**config.mk**
```make
export PLATFORM = sky130hd
export DESIGN_NAME = uart_rx_os
export DESIGN_NICKNAME = d
export VERILOG_FILES = /design/src/rtl/uart_pkg.sv /design/src/rtl/uart_baud_tick.sv /design/src/rtl/uart_rx_os.sv
export SDC_FILE = /design/constraint.sdc
export NUM_CORES = 1
export LEC_CHECK = 0
export ABC_AREA = 1
export CORE_MARGIN = 2
export CORE_UTILIZATION = 37
export CTS_CLUSTER_DIAMETER = 200
export DETAILED_ROUTE_END_ITERATION = 8
export DONT_BUFFER_PORTS = 1
export GPL_ROUTABILITY_DRIVEN = 0
export RECOVER_POWER = 50
export SLEW_MARGIN = 0
export SYNTH_ARGS = -nofsm -noshare
export SYNTH_HDL_FRONTEND = slang
export SYNTH_HIERARCHICAL = 1
export SYNTH_SLANG_ARGS = --single-unit
```
**constraint.sdc**
```tcl
create_clock -name clk -period 5.5 [get_ports clk]
set_clock_uncertainty 0.1 [all_clocks]
set_input_delay 1.1 -clock clk [delete_from_list [all_inputs] [get_ports clk]]
set_output_delay 1.1 -clock clk [all_outputs]
set_load 0.05 [all_outputs]
```
**src/rtl/uart_pkg.sv**
```systemverilog
// Shared types and helpers for the oversampled UART receiver.
//   state_t       : receiver FSM states
//   parity_e      : decoded parity mode
//   bits_count()  : 2-bit data-length code -> number of data bits (5..8)
//   parity_decode(): 2-bit parity code -> parity_e
package uart_pkg;

    localparam int unsigned BIT_CNT_W = 4;

    typedef enum logic [2:0] {
        IDLE,
        START,
        DATA,
        PARITY,
        STOP
    } state_t;

    typedef enum logic [1:0] {
        PAR_NONE,
        PAR_EVEN,
        PAR_ODD
    } parity_e;

    function automatic logic [BIT_CNT_W-1:0] bits_count(input logic [1:0] code);
        return BIT_CNT_W'(5) + BIT_CNT_W'(code);
    endfunction

    function automatic parity_e parity_decode(input logic [1:0] code);
        case (code)
            2'b01:   return PAR_EVEN;
            2'b10:   return PAR_ODD;
            default: return PAR_NONE;
        endcase
    endfunction

endpackage

```
**src/rtl/uart_baud_tick.sv**
```systemverilog
// Oversample tick generator: counts 0..div and pulses tick_c at the wrap.
//   clk, rst_n : clock, async active-low reset
//   en         : counting enabled; counter held at 0 when low
//   restart    : force counter back to 0 (start of a new frame)
//   div        : clk cycles per tick minus 1 (0 -> tick every enabled clk)
//   tick_c     : combinational one-cycle tick
module uart_baud_tick #(
    parameter int unsigned DIV_WIDTH = 16
) (
    input  logic                 clk,
    input  logic                 rst_n,
    input  logic                 en,
    input  logic                 restart,
    input  logic [DIV_WIDTH-1:0] div,
    output logic                 tick_c
);

    logic [DIV_WIDTH-1:0] cnt_q;

    // Divisor counter
    always_ff @(posedge clk or negedge rst_n) begin
        if (!rst_n) begin
            cnt_q <= '0;
        end else if (!en || restart) begin
            cnt_q <= '0;
        end else if (cnt_q == div) begin
            cnt_q <= '0;
        end else begin
            cnt_q <= cnt_q + DIV_WIDTH'(1);
        end
    end

    assign tick_c = en && !restart && (cnt_q == div);

endmodule

```
**src/rtl/uart_rx_os.sv**
```systemverilog
// 16x-oversampled UART receiver with 3-sample majority vote per bit.
//   clk, rst_n    : clock, async active-low reset
//   i_rx_en       : receiver enable; low aborts any frame in progress
//   i_rx_serial   : asynchronous serial line, idle high
//   i_cfg_div     : clk cycles per oversample tick minus 1
//   i_cfg_bits    : 5/6/7/8 data bits, i_cfg_parity: none/even/odd, i_cfg_stop2: two stop bits
//   o_rx_data     : received word, right-aligned, upper bits zero
//   o_rx_valid    : word held until i_rx_ready
//   o_parity_err, o_frame_err, o_break : status of the held word
//   o_overrun     : sticky, a word was dropped while one was held
//   o_rx_busy     : FSM not idle
module uart_rx_os
    import uart_pkg::*;
#(
    parameter int unsigned DATA_WIDTH  = 8,
    parameter int unsigned OS_RATE     = 16,
    parameter int unsigned DIV_WIDTH   = 16,
    parameter int unsigned SYNC_STAGES = 2
) (
    input  logic                  clk,
    input  logic                  rst_n,
    input  logic                  i_rx_en,
    input  logic                  i_rx_serial,
    input  logic [DIV_WIDTH-1:0]  i_cfg_div,
    input  logic [1:0]            i_cfg_bits,
    input  logic [1:0]            i_cfg_parity,
    input  logic                  i_cfg_stop2,
    output logic [DATA_WIDTH-1:0] o_rx_data,
    output logic                  o_rx_valid,
    input  logic                  i_rx_ready,
    output logic                  o_parity_err,
    output logic                  o_frame_err,
    output logic                  o_break,
    output logic                  o_overrun,
    output logic                  o_rx_busy
);

    localparam int unsigned OS_W = $clog2(OS_RATE);
    localparam logic [OS_W-1:0] POS_A    = OS_W'(OS_RATE / 2 - 1);
    localparam logic [OS_W-1:0] POS_B    = OS_W'(OS_RATE / 2);
    localparam logic [OS_W-1:0] POS_C    = OS_W'(OS_RATE / 2 + 1);
    localparam logic [OS_W-1:0] POS_LAST = OS_W'(OS_RATE - 1);

    // Input synchroniser
    logic [SYNC_STAGES-1:0] sync_q;
    logic                   line;

    always_ff @(posedge clk or negedge rst_n) begin
        if (!rst_n) begin
            sync_q <= '0;
        end else begin
            sync_q <= {sync_q[SYNC_STAGES-2:0], i_rx_serial};
        end
    end

    assign line = sync_q[SYNC_STAGES-1];

    state_t                 state_q, state_nxt;
    logic [OS_W-1:0]        os_cnt_q, os_cnt_nxt;
    logic [BIT_CNT_W-1:0]   bit_cnt_q, bit_cnt_nxt;
    logic [1:0]             smp_q, smp_nxt;
    logic [DATA_WIDTH-1:0]  shreg_q, shreg_nxt;
    logic                   par_acc_q, par_acc_nxt;
    logic                   fe_acc_q, fe_acc_nxt;
    logic                   brk_acc_q, brk_acc_nxt;
    logic                   stop_cnt_q, stop_cnt_nxt;
    logic                   armed_q, armed_nxt;
    logic [BIT_CNT_W-1:0]   nbits_q, nbits_nxt;
    parity_e                par_mode_q, par_mode_nxt;
    logic                   stop2_q, stop2_nxt;
    logic [DIV_WIDTH-1:0]   div_q, div_nxt;

    logic start_c;
    logic tick_c;
    logic maj_c;
    logic complete_c;
    logic par_err_c;
    logic fe_fin_c;
    logic brk_fin_c;

    assign start_c = (state_q == IDLE) && i_rx_en && armed_q && !line;

    uart_baud_tick #(
        .DIV_WIDTH (DIV_WIDTH)
    ) u_baud (
        .clk     (clk),
        .rst_n   (rst_n),
        .en      (state_q != IDLE),
        .restart (start_c),
        .div     (div_q),
        .tick_c  (tick_c)
    );

    // FSM and frame datapath registers
    always_ff @(posedge clk or negedge rst_n) begin
        if (!rst_n) begin
            state_q    <= IDLE;
            os_cnt_q   <= '0;
            bit_cnt_q  <= '0;
            smp_q      <= '0;
            shreg_q    <= '0;
            par_acc_q  <= 1'b0;
            fe_acc_q   <= 1'b0;
            brk_acc_q  <= 1'b0;
            stop_cnt_q <= 1'b0;
            armed_q    <= 1'b0;
            nbits_q    <= '0;
            par_mode_q <= PAR_NONE;
            stop2_q    <= 1'b0;
            div_q      <= '0;
        end else begin
            state_q    <= state_nxt;
            os_cnt_q   <= os_cnt_nxt;
            bit_cnt_q  <= bit_cnt_nxt;
            smp_q      <= smp_nxt;
            shreg_q    <= shreg_nxt;
            par_acc_q  <= par_acc_nxt;
            fe_acc_q   <= fe_acc_nxt;
            brk_acc_q  <= brk_acc_nxt;
            stop_cnt_q <= stop_cnt_nxt;
            armed_q    <= armed_nxt;
            nbits_q    <= nbits_nxt;
            par_mode_q <= par_mode_nxt;
            stop2_q    <= stop2_nxt;
            div_q      <= div_nxt;
        end
    end

    // Next-state, sampling and vote logic
    always_comb begin
        state_nxt    = state_q;
        os_cnt_nxt   = os_cnt_q;
        bit_cnt_nxt  = bit_cnt_q;
        smp_nxt      = smp_q;
        shreg_nxt    = shreg_q;
        par_acc_nxt  = par_acc_q;
        fe_acc_nxt   = fe_acc_q;
        brk_acc_nxt  = brk_acc_q;
        stop_cnt_nxt = stop_cnt_q;
        armed_nxt    = armed_q;
        nbits_nxt    = nbits_q;
        par_mode_nxt = par_mode_q;
        stop2_nxt    = stop2_q;
        div_nxt      = div_q;
        complete_c   = 1'b0;

        // Third sample is taken live; the first two were stored on earlier ticks.
        maj_c = (smp_q[0] & smp_q[1]) | (smp_q[0] & line) | (smp_q[1] & line);

        // Final status includes the last stop bit's vote in this same cycle.
        fe_fin_c  = fe_acc_q | ~maj_c;
        brk_fin_c = brk_acc_q & ~maj_c;
        case (par_mode_q)
            PAR_EVEN: par_err_c = par_acc_q;
            PAR_ODD:  par_err_c = ~par_acc_q;
            default:  par_err_c = 1'b0;
        endcase

        if (state_q == IDLE) begin
            if (line) begin
                armed_nxt = 1'b1;
            end
            if (start_c) begin
                state_nxt    = START;
                armed_nxt    = 1'b0;
                os_cnt_nxt   = '0;
                bit_cnt_nxt  = '0;
                smp_nxt      = '0;
                shreg_nxt    = '0;
                par_acc_nxt  = 1'b0;
                fe_acc_nxt   = 1'b0;
                brk_acc_nxt  = 1'b1;
                stop_cnt_nxt = 1'b0;
                nbits_nxt    = bits_count(i_cfg_bits);
                par_mode_nxt = parity_decode(i_cfg_parity);
                stop2_nxt    = i_cfg_stop2;
                div_nxt      = i_cfg_div;
            end
        end else if (!i_rx_en) begin
            state_nxt = IDLE;
        end else if (tick_c) begin
            os_cnt_nxt = (os_cnt_q == POS_LAST) ? '0 : os_cnt_q + OS_W'(1);

            if (os_cnt_q == POS_A) begin
                smp_nxt[0] = line;
            end
            if (os_cnt_q == POS_B) begin
                smp_nxt[1] = line;
            end

            // Mid-bit vote
            if (os_cnt_q == POS_C) begin
                case (state_q)
                    START: begin
                        if (maj_c) begin
                            state_nxt = IDLE;
                        end
                    end
                    DATA: begin
                        for (int i = 0; i < DATA_WIDTH; i++) begin
                            if (bit_cnt_q == BIT_CNT_W'(i)) begin
                                shreg_nxt[i] = maj_c;
                            end
                        end
                        par_acc_nxt = par_acc_q ^ maj_c;
                        brk_acc_nxt = brk_acc_q & ~maj_c;
                    end
                    PARITY: begin
                        par_acc_nxt = par_acc_q ^ maj_c;
                        brk_acc_nxt = brk_acc_q & ~maj_c;
                    end
                    STOP: begin
                        fe_acc_nxt  = fe_fin_c;
                        brk_acc_nxt = brk_fin_c;
                        if (stop_cnt_q == stop2_q) begin
                            complete_c = 1'b1;
                            state_nxt  = IDLE;
                        end
                    end
                    default: ;
                endcase
            end

            // Bit end
            if (os_cnt_q == POS_LAST) begin
                case (state_q)
                    START: state_nxt = DATA;
                    DATA: begin
                        if (bit_cnt_q == nbits_q - BIT_CNT_W'(1)) begin
                            state_nxt = (par_mode_q == PAR_NONE) ? STOP : PARITY;
                        end else begin
                            bit_cnt_nxt = bit_cnt_q + BIT_CNT_W'(1);
                        end
                    end
                    PARITY: state_nxt = STOP;
                    STOP:   stop_cnt_nxt = 1'b1;
                    default: ;
                endcase
            end
        end
    end

    // Output holding register and handshake
    always_ff @(posedge clk or negedge rst_n) begin
        if (!rst_n) begin
            o_rx_data    <= '0;
            o_rx_valid   <= 1'b0;
            o_parity_err <= 1'b0;
            o_frame_err  <= 1'b0;
            o_break      <= 1'b0;
            o_overrun    <= 1'b0;
            o_rx_busy    <= 1'b0;
        end else begin
            o_rx_busy <= (state_nxt != IDLE);
            if (complete_c && (!o_rx_valid || i_rx_ready)) begin
                o_rx_data    <= shreg_q;
                o_parity_err <= par_err_c;
                o_frame_err  <= fe_fin_c;
                o_break      <= brk_fin_c;
                o_rx_valid   <= 1'b1;
            end else if (complete_c) begin
                o_overrun <= 1'b1;
            end else if (o_rx_valid && i_rx_ready) begin
                o_rx_valid <= 1'b0;
                o_overrun  <= 1'b0;
            end
        end
    end

endmodule
```
# Word level (Yosys, flattened, before mapping)
# Index checks and enable logic that the tools add are counted.
[totals] wordCells=214 register_bits=81
[op_classes] reduce_logical=61 n_addsub=5 bitwise_logic=11 n_mux=81 n_eq_ne=25
[op_table] operator="$reduce_and 6->1" count=9
[op_table] operator="$mux 8" count=6
[op_table] operator="$mux 1" count=44
[op_table] operator="$mux 4" count=11
[op_table] operator="$reduce_bool 2->1" count=21
[op_table] operator="$mux 16" count=2
[op_table] operator="$mux 3" count=10
[op_table] operator="$eq 4x3->1 const B" count=5
[op_table] operator="$reduce_and 5->1" count=4
[op_table] operator="$add 16x1->16 const B" count=1
[op_table] operator="$eq 16x16->1" count=1
[op_table] operator="$eq 4x4->1 const B" count=3
[op_table] operator="$pmux 3 s3" count=1
[op_table] operator="$add 4x1->4 const B" count=2
[op_table] operator="$eq 4x2->1 const B" count=2
[op_table] operator="$mux 2" count=4
[op_table] operator="$reduce_and 2->1" count=4
[op_table] operator="$reduce_and 4->1" count=2
[op_table] operator="$logic_and 1x1->1" count=7
[op_table] operator="$eq 3x2->1 const B" count=2
[op_table] operator="$pmux 3 s2" count=1
[op_table] operator="$reduce_bool 3->1" count=2
[op_table] operator="$add 3x2->4 const A" count=1
[op_table] operator="$and 1x1->1" count=4
[op_table] operator="other kinds (23)" count=34

# Longest topological paths before layout
# Gate-level depths: netlist (run 1).
[depth] depth_word=13 ltp_mapped=18 depth_no_buf=14

# By module
# Netlist (run 1), hierarchy kept.
[by_module_without_submodules] module="uart_rx_os" cells_per_inst=385 area_each_um2=3174.3 seq_area_each_um2=1626.6 n_inst=1
[by_module_without_submodules] module="uart_baud_tick" cells_per_inst=182 area_each_um2=1163.6 seq_area_each_um2=400.4 n_inst=1

# Worst setup path after synthesis (run 1)
# No wires, ideal clock.
[synth_path] path_kind="input -> register" from="input i_rx_en" to="register shreg_q[4]" required_ns=5.317 path_stages=16 t_arrival_ns=3.303 slack_ns=2.014 n_path_buf=3 cell_sequence="inv_1 -> nor2_1 -> nand3_2 -> buf_2 -> inv_2 -> buf_2 -> nor2_1 -> inv_1 -> nor2_1 -> inv_1 -> a211oi_1 -> nand2_4 -> nor2_8 -> buf_6 -> a21oi_1 -> a31oi_1"
[synth_via] elab_chain_cells=8
[synth_rtl] element="from (decl)" line="uart_rx_os.sv:22" text="input logic i_rx_en,"
[synth_rtl] element="$logic_and 1x1->1 (3 in series)" line="uart_rx_os.sv:81" text="assign start_c = (state_q == IDLE) && i_rx_en && armed_q && !line;"
[synth_rtl] element="net start_c" line="uart_rx_os.sv:73" text="logic start_c;"
[synth_rtl] element="$logic_not 1->1" line="uart_baud_tick.sv:33" text="assign tick_c = en && !restart && (cnt_q == div);"
[synth_rtl] element="$logic_and 1x1->1 (2 in series)" line="uart_baud_tick.sv:33"
[synth_rtl] element="net tick_c" line="uart_rx_os.sv:74" text="logic tick_c;"
[synth_rtl] element="$reduce_bool 2->1 (no line)"
[synth_rtl] element="$reduce_and 6->1 (no line)"
[synth_rtl] element="to (signal assigned)" line="uart_rx_os.sv:116" text="shreg_q <= shreg_nxt;"
[synth_rtl] element="to (decl)" line="uart_rx_os.sv:62" text="logic [DATA_WIDTH-1:0] shreg_q, shreg_nxt;"
# The timed path passes the listed nets, and every way through them passes these cells.
# A chain may end at the register's enable or synchronous reset.

# Final worst setup path (run 1)
[layout_path] from="register state_q[0]" to="register o_parity_err"
[layout_via] elab_chain_cells=11
[layout_rtl] element="from (decl)" line="uart_rx_os.sv:58" text="state_t state_q, state_nxt;"
[layout_rtl] element="from (signal assigned)" line="uart_rx_os.sv:112" text="state_q <= state_nxt;"
[layout_rtl] element="$logic_not 3->1" line="uart_rx_os.sv:81"
[layout_rtl] element="$logic_and 1x1->1 (3 in series)" line="uart_rx_os.sv:81"
[layout_rtl] element="$logic_not 1->1" line="uart_baud_tick.sv:33"
[layout_rtl] element="$logic_and 1x1->1 (*) (2 in series)" line="uart_baud_tick.sv:33"
[layout_rtl] element="net tick_c" line="uart_rx_os.sv:74"
[layout_rtl] element="$mux 1 (*)" line="uart_rx_os.sv:181" text="end else if (tick_c) begin"
[layout_rtl] element="$mux 1 (*)" line="uart_rx_os.sv:179" text="end else if (!i_rx_en) begin"
[layout_rtl] element="$mux 1 (*)" line="uart_rx_os.sv:159" text="if (state_q == IDLE) begin"
[layout_rtl] element="$logic_and 1x1->1 (*)" line="uart_rx_os.sv:255" text="if (complete_c && (!o_rx_valid || i_rx_ready)) begin"
[layout_rtl] element="to (signal assigned)" line="uart_rx_os.sv:257" text="o_parity_err <= par_err_c;"
[layout_rtl] element="to (decl)" line="uart_rx_os.sv:31" text="output logic o_parity_err,"
# The timed path passes the listed nets; every way through them passes the cells marked *.

==> flow_summary.json, run 1 <==
{
  "avgSynthCellArea_um2": 7.65,
  "clockBufferDepth": 2,
  "numCtsBuffers": 9,
  "drt_iter0_drc": 243,
  "worstReg2RegEnd": "o_parity_err$_DFFE_PN0P_",
  "crit_type": "reg2reg",
  "postCtsHoldBufs": 0,
  "arrival_ps": 4270,
  "yosys.area_share.simple": 0.304,
  "track_usage": 0.152,
  "slowest_delay_ps": 550,
  "seq_area_um2": 2030,
  "yosys.area.top_type": "dfrtp_1",
  "clock_latency_ps": 330,
  "routed_via_density": 4.82,
  "critPathCaptureType": "flop",
  "ios": 40,
  "drc": 0,
  "dr.pass1.iters": 4,
  "fin_setup_tns_ps": 0,
  "post_cts_buffers": 0,
  "status": "finished, final reports clean",
  "dieWidth_um": 112,
  "drive_gt1_frac": 0.0772,
  "fin_crit_sh": 0.761,
  "cts.clk_slew.worst_paths_ps": 60,
  "synth.yosys.seq_area_share": 0.467,
  "ant_nets": 0,
  "dieArea_um2": 12600,
  "grt_pass1_wl_mm": 15.8,
  "place_area_um2": 4430,
  "synth_mux_area_frac": 0,
  "r2r_cells": 13,
  "wirelength_mm": 8.91,
  "area_growth_syn_to_layout_pct": 9.75,
  "overflow": 0,
  "synth-compound-area-share": 0.0914,
  "first_global_vias": 3412,
  "stdcell_area_um2": 4760,
  "hold_path.class": "reg2reg",
  "path_max_fanout": 29,
  "slowest_stage": "nor2_1",
  "layout.nets": 601,
  "rows": 39,
  "start_util": 0.380,
  "fp.coreArea_um2": 11400,
  "synth_top_family_by_area": "simple AND/OR/NAND/NOR gates",
  "nFillCells": 1184,
  "reg2reg_slack_ps": 1320,
  "cts_root_buf": "clkbuf_16",
  "port_buffers": 0,
  "drv_cap": 0,
  "leakage_nw": 2.34,
  "ys_top_cells_by_area": "dfrtp_1 47%, nand2_1 17%, inv_1 5.7%, nor2_1 4.2%, o21ai_0 3.7%",
  "yosys_warnings": 6,
  "synth.top_cell.area_share": 0.467,
  "vias": 3436,
  "crit_path_end": "o_parity_err$_DFFE_PN0P_",
  "fin_hold_ws_ps": 260,
  "synth_cell_types": 33,
  "syn_nets": 603,
  "hpwlAfterDp_mm": 6.39,
  "max_freq_ghz": 0.239,
  "antennaDiodeCount": 0,
  "crit_start": "state_q[0]$_DFF_PN0_",
  "antenna_found_initial": 0,
  "cts.sinks": 81,
  "powerDensity_nw_per_um2": 363,
  "syn_area_um2": 4340,
  "cts_tree": "built",
  "tightest_slew_ps": 716,
  "crit_chain": "nor2_4 > nand2_1 > nor2_1 > nand3_2 > inv_2 > nor2_1 > inv_1 > nor2_1 > nand4_1 > nor2_1 > inv_2 > nand2_1 > o21ai_0",
  "grt_max_degree": 82,
  "relSlewSlack": 0.521,
  "ctsResizeCount": 0,
  "wl_per_cell_um": 12.5,
  "crit_top_cell": "nor2_1",
  "r2r_start": "state_q[0]$_DFF_PN0_",
  "hold_viol": 0,
  "required_ps": 5590,
  "start_kind": "flop",
  "htree_levels": 3,
  "multi_input_area_um2": 1940,
  "synth_fa_ha_area_frac": 0.0288,
  "irDropWorstVdd_v": 0.000197,
  "synthXorXnorAreaFrac": 0.0242,
  "ys_ff_latch": 81,
  "die_h_um": 112,
  "netlist_instances": 567,
  "period_needed_ps": 4180,
  "rsz0062_at_grt": "false",
  "setup_violations": 0,
  "maxSlewViolCount": 0
}
## cell type report
| class | instances | area share |
|---|---|---|
| clock buffer | 12 | 0.0560 |
| inverter | 74 | 0.0583 |
| multi-input combinational | 399 | 0.407 |
| clock inverter | 4 | 0.0155 |
| sequential | 81 | 0.426 |
| tap | 143 | 0.0376 |
## state kept, by name (all words and copies together), names as in the netlist, 2 cells and up
| name | flops |
|---|---|
| state_q | 3 |
| div_q | 16 |
| o_rx_data | 8 |
| smp_q | 2 |
| par_mode_q | 2 |
| nbits_q | 4 |
| os_cnt_q | 4 |
| sync_q | 2 |
| shreg_q | 8 |
| bit_cnt_q | 4 |
| u_baud/cnt_q | 16 |
## report_power, final
| group | internal [mW] | switching [mW] | total (mW) |
|---|---|---|---|
| clock | 0.435 | 0.228 | 0.663 |
| sequential | 0.694 | 0.0758 | 0.769 |
| combinational | 0.111 | 0.185 | 0.296 |
| total | 1.24 | 0.489 | 1.73 |
## worst min-delay path by stage
stage,slack [ps],startpoint,to,depth (start not counted)
floorplan,230,sync_q[0]$_DFF_PN0_,sync_q[1]$_DFF_PN0_,0
CTS,260,sync_q[0]$_DFF_PN0_,sync_q[1]$_DFF_PN0_,0
finish,260,sync_q[0]$_DFF_PN0_,sync_q[1]$_DFF_PN0_,0
global placement,240,sync_q[0]$_DFF_PN0_,sync_q[1]$_DFF_PN0_,0
global route,280,sync_q[0]$_DFF_PN0_,sync_q[1]$_DFF_PN0_,0
detailed placement,250,sync_q[0]$_DFF_PN0_,sync_q[1]$_DFF_PN0_,0
## cell usage after synthesis (all sizes together)
cell	number
a211oi	2
a21boi	1
a21oi	23
a31oi	8
and3	1
buf	10
clkbuf	3
dfrtp	81
ha	10
inv	74
nand2	206
nand3	21
nand4	7
nor2	58
nor3	11
o21a	1
o21ai	35
o22ai	1
o31ai	2
xnor2	1
xor2	11
## cell usage in the layout (no fill, tap or decap), types with 2 or more instances in the layout
cell / instances
a21oi_1: 23
a31oi_1: 8
bufinv_16: 2
clkbuf_16: 9
clkbuf_8: 3
dfrtp_1: 81
ha_1: 10
inv_1: 66
inv_2: 8
nand2_1: 201
nand2_2: 2
nand2_4: 3
nand3_1: 19
nand3_2: 2
nand4_1: 7
nor2_1: 48
nor2_2: 7
nor2_4: 2
nor3_1: 9
nor3_4: 2
o21ai_0: 32
o21ai_1: 3
o31ai_1: 2
xor2_1: 11
## stage by stage
step | worst slack (ps) | power (mW) | util | cells
2_1_floorplan | 2010 | 1.01 | - | 567
3_3_place_gp | 1360 | 1.07 | 0.388 | 697
3_5_place_dp | 1220 | 1.08 | 0.388 | 697
4_1_cts | 1560 | 1.75 | 0.418 | 713
5_1_grt | 807 | 1.84 | 0.417 | 713
6_report | 1320 | 1.73 | 0.417 | 713
## kinds of logic (layout without fill, tap and decap cells)
group           Yosys count  count (layout)
flops                    81              81
buf+inv                  87              90
simple gates            304             304
xor+xnor                 12              12
compound gates           73              73
fa+ha+maj                10              10
## layer usage
layer | vias up | global-route usage | part of all wire
li1 | 1773 | - | -
met1 | 1575 | 0.206 | 0.49
met2 | 80 | 0.239 | 0.45
met3 | 8 | 0.0410 | 0.052
met4 | 0 | 0.0472 | 0.0094
met5 | - | 0 | 0
## worst max-delay path, delay by kind of cell, from the launching register on
family                 cells  cell delay (ps)
and+or+nand+nor            9             2700
AOI/OAI and AO/OA          1               90
buffers and inverters      3              650
DFF                        1              490
(Power assumes the default switching activity.)
==> run 2: changes to the inputs <==
==> constraint.sdc (replaced) <==
create_clock -name clk -period 4.4 [get_ports clk]
set_clock_uncertainty 0.1 [all_clocks]
set_input_delay 0.88 -clock clk [delete_from_list [all_inputs] [get_ports clk]]
set_output_delay 0.88 -clock clk [all_outputs]
set_load 0.05 [all_outputs]
==> run 2 against run 1 <==
  * Design area fell by 0.39%
  * Register-to-register slack got worse by 190 ps
  * Setup slack worse by 190 ps
  * Critical path type unchanged
  * Critical endpoint unchanged
  * Highest routed layer unchanged
==> flow_summary.json, run 2 (synthesis gave the netlist of run 1 again) <==
{
  "fin_util": 0.415,
  "cts.clk_slew.worst_paths_ps": 60,
  "ctsResizeCount": 0,
  "irDropWorstVdd_v": 0.000244,
  "overflow": 0,
  "dieWidth_um": 112,
  "setup_violations": 0,
  "p_comb_frac": 0.175,
  "maxSlewViolCount": 0,
  "hold_viol": 0,
  "grt_use_met2": 0.222,
  "port_buffers": 0,
  "reg2reg_slack_ps": 1120,
  "power_mw": 2.14,
  "seqPwrFrac": 0.451,
  "numCtsBuffers": 9,
  "post_cts_buffers": 0,
  "antennaDiodeCount": 0,
  "vias": 3457,
  "gr-usage-met3": 0.0362,
  "worstReg2RegEnd": "o_parity_err$_DFFE_PN0P_",
  "crit_chain": "nor2_1 > nand2_4 > nor2_1 > nand3_2 > inv_2 > nor2_1 > inv_1 > nor2_1 > nand4_1 > nor2_1 > inv_2 > nand2_1 > o21ai_0",
  "wirelength_mm": 8.96,
  "met1_usage": 0.215,
  "arrival_ps": 3360,
  "drt_iter0_drc": 214,
  "drv_cap": 0,
  "fp.coreArea_um2": 11400,
  "grt_pass1_wl_mm": 15.5,
  "r2r_cells": 13,
  "reg_top3": "div_q (16), u_baud/cnt_q (16)",
  "dieArea_um2": 12600,
  "leakage_nw": 2.32,
  "internal_power_mw": 1.50,
  "routed_via_density": 4.85,
  "first_global_vias": 3239,
  "fin_setup_tns_ps": 0,
  "wl_per_cell_um": 12.6,
  "postCtsHoldBufs": 0,
  "start_util": 0.380,
  "tightest_slew_ps": 1300,
  "dr.pass1.iters": 4,
  "crit_top_cell": "nor2_1",
  "rsz0062_at_grt": "false",
  "path_max_fanout": 26,
  "cts_root_buf": "clkbuf_16",
  "critPathCaptureType": "flop",
  "fin_crit_sh": 0.745,
  "r2r_start": "state_q[0]$_DFF_PN0_",
  "grt_max_degree": 82,
  "most-common-layout-cells": "200 x nand2_1, 81 x dfrtp_1, 66 x inv_1",
  "p_clk_frac": 0.374,
  "hold_path.class": "in2async",
  "start_kind": "flop",
  "ant_nets": 0,
  "die_h_um": 112,
  "area_growth_syn_to_layout_pct": 9.32,
  "cts_tree": "built",
  "htree_levels": 3,
  "cts.sinks": 81,
  "required_ps": 4490,
  "drive_gt1_frac": 0.0754,
  "track_usage": 0.150,
  "rows": 39,
  "switchingPower_uw": 634,
  "max_freq_ghz": 0.305,
  "status": "finished, final reports clean",
  "relSlewSlack": 0.135,
  "slowest_stage": "nor2_1",
  "final_common_cell": "nand2_1",
  "period_needed_ps": 3280,
  "powerDensity_nw_per_um2": 451,
  "clock_latency_ps": 340,
  "ios": 40,
  "gr-max-usage-layer": "met2",
  "slowest_delay_ps": 550,
  "antenna_found_initial": 0,
  "clockBufferDepth": 2,
  "drc": 0,
  "crit_type": "reg2reg",
  "hpwlAfterDp_mm": 6.44,
  "layout.nets": 602,
  "swShare": 0.297
}
[run 2: worst max-delay path by stage]
| stage | startpoint | end | slack, ps | cells after the start |
|---|---|---|---|---|
| floorplan | i_rx_en | shreg_q[4]$_DFFE_PN0P_ | 1130 | 16 |
| finish | state_q[0]$_DFF_PN0_ | o_parity_err$_DFFE_PN0P_ | 1120 | 13 |
| CTS | state_q[2]$_DFF_PN0_ | o_parity_err$_DFFE_PN0P_ | 1150 | 13 |
| detailed placement | i_rx_en | o_parity_err$_DFFE_PN0P_ | 990 | 12 |
| global placement | i_rx_en | o_parity_err$_DFFE_PN0P_ | 1130 | 12 |
| global route | state_q[0]$_DFF_PN0_ | o_parity_err$_DFFE_PN0P_ | 690 | 13 |
[run 2: routing by layer]
metal	part of all wire	wire, um
met1	0.50	4500
met5	0	0
met3	0.044	396
met2	0.44	3950
met4	0.013	116
[run 2: worst max-delay path, delay by kind of cell, from the launching register on]
family                 cells  cell delay, ps
AND/OR/NAND/NOR            9            2000
AO/OA/AOI/OAI              1              90
buffers and inverters      3             490
flip-flops                 1             470
[run 2: through the flow]
stage / cells / hold WS [ps] / setup slack (ps) / cell area (um2)
after floorplan: 567 / 231 / 1130 / 4340
after global placement: 698 / 245 / 1130 / 4440
after detailed placement: 698 / 252 / 988 / 4440
after CTS: 713 / 124 / 1150 / 4750
after global routing: 713 / 114 / 689 / 4740
final: 713 / 136 / 1120 / 4740
[run 2: power groups by stage]
stage	combinational, mW	clock, mW	sequential (mW)
floorplan	0.312	0	0.945
global placement	0.364	0	0.973
detailed placement	0.376	0	0.976
CTS	0.378	0.818	0.964
global route	0.442	0.845	0.980
finish	0.375	0.799	0.963
[run 2: cell type report]
class	instances	area [um2]
timing repair buffer	1	3.75
clock inverter	6	92.6
multi-input combinational	399	1940
sequential	81	2030
inverter	74	278
fill	1170	6680
clock buffer	9	225
tap	143	179
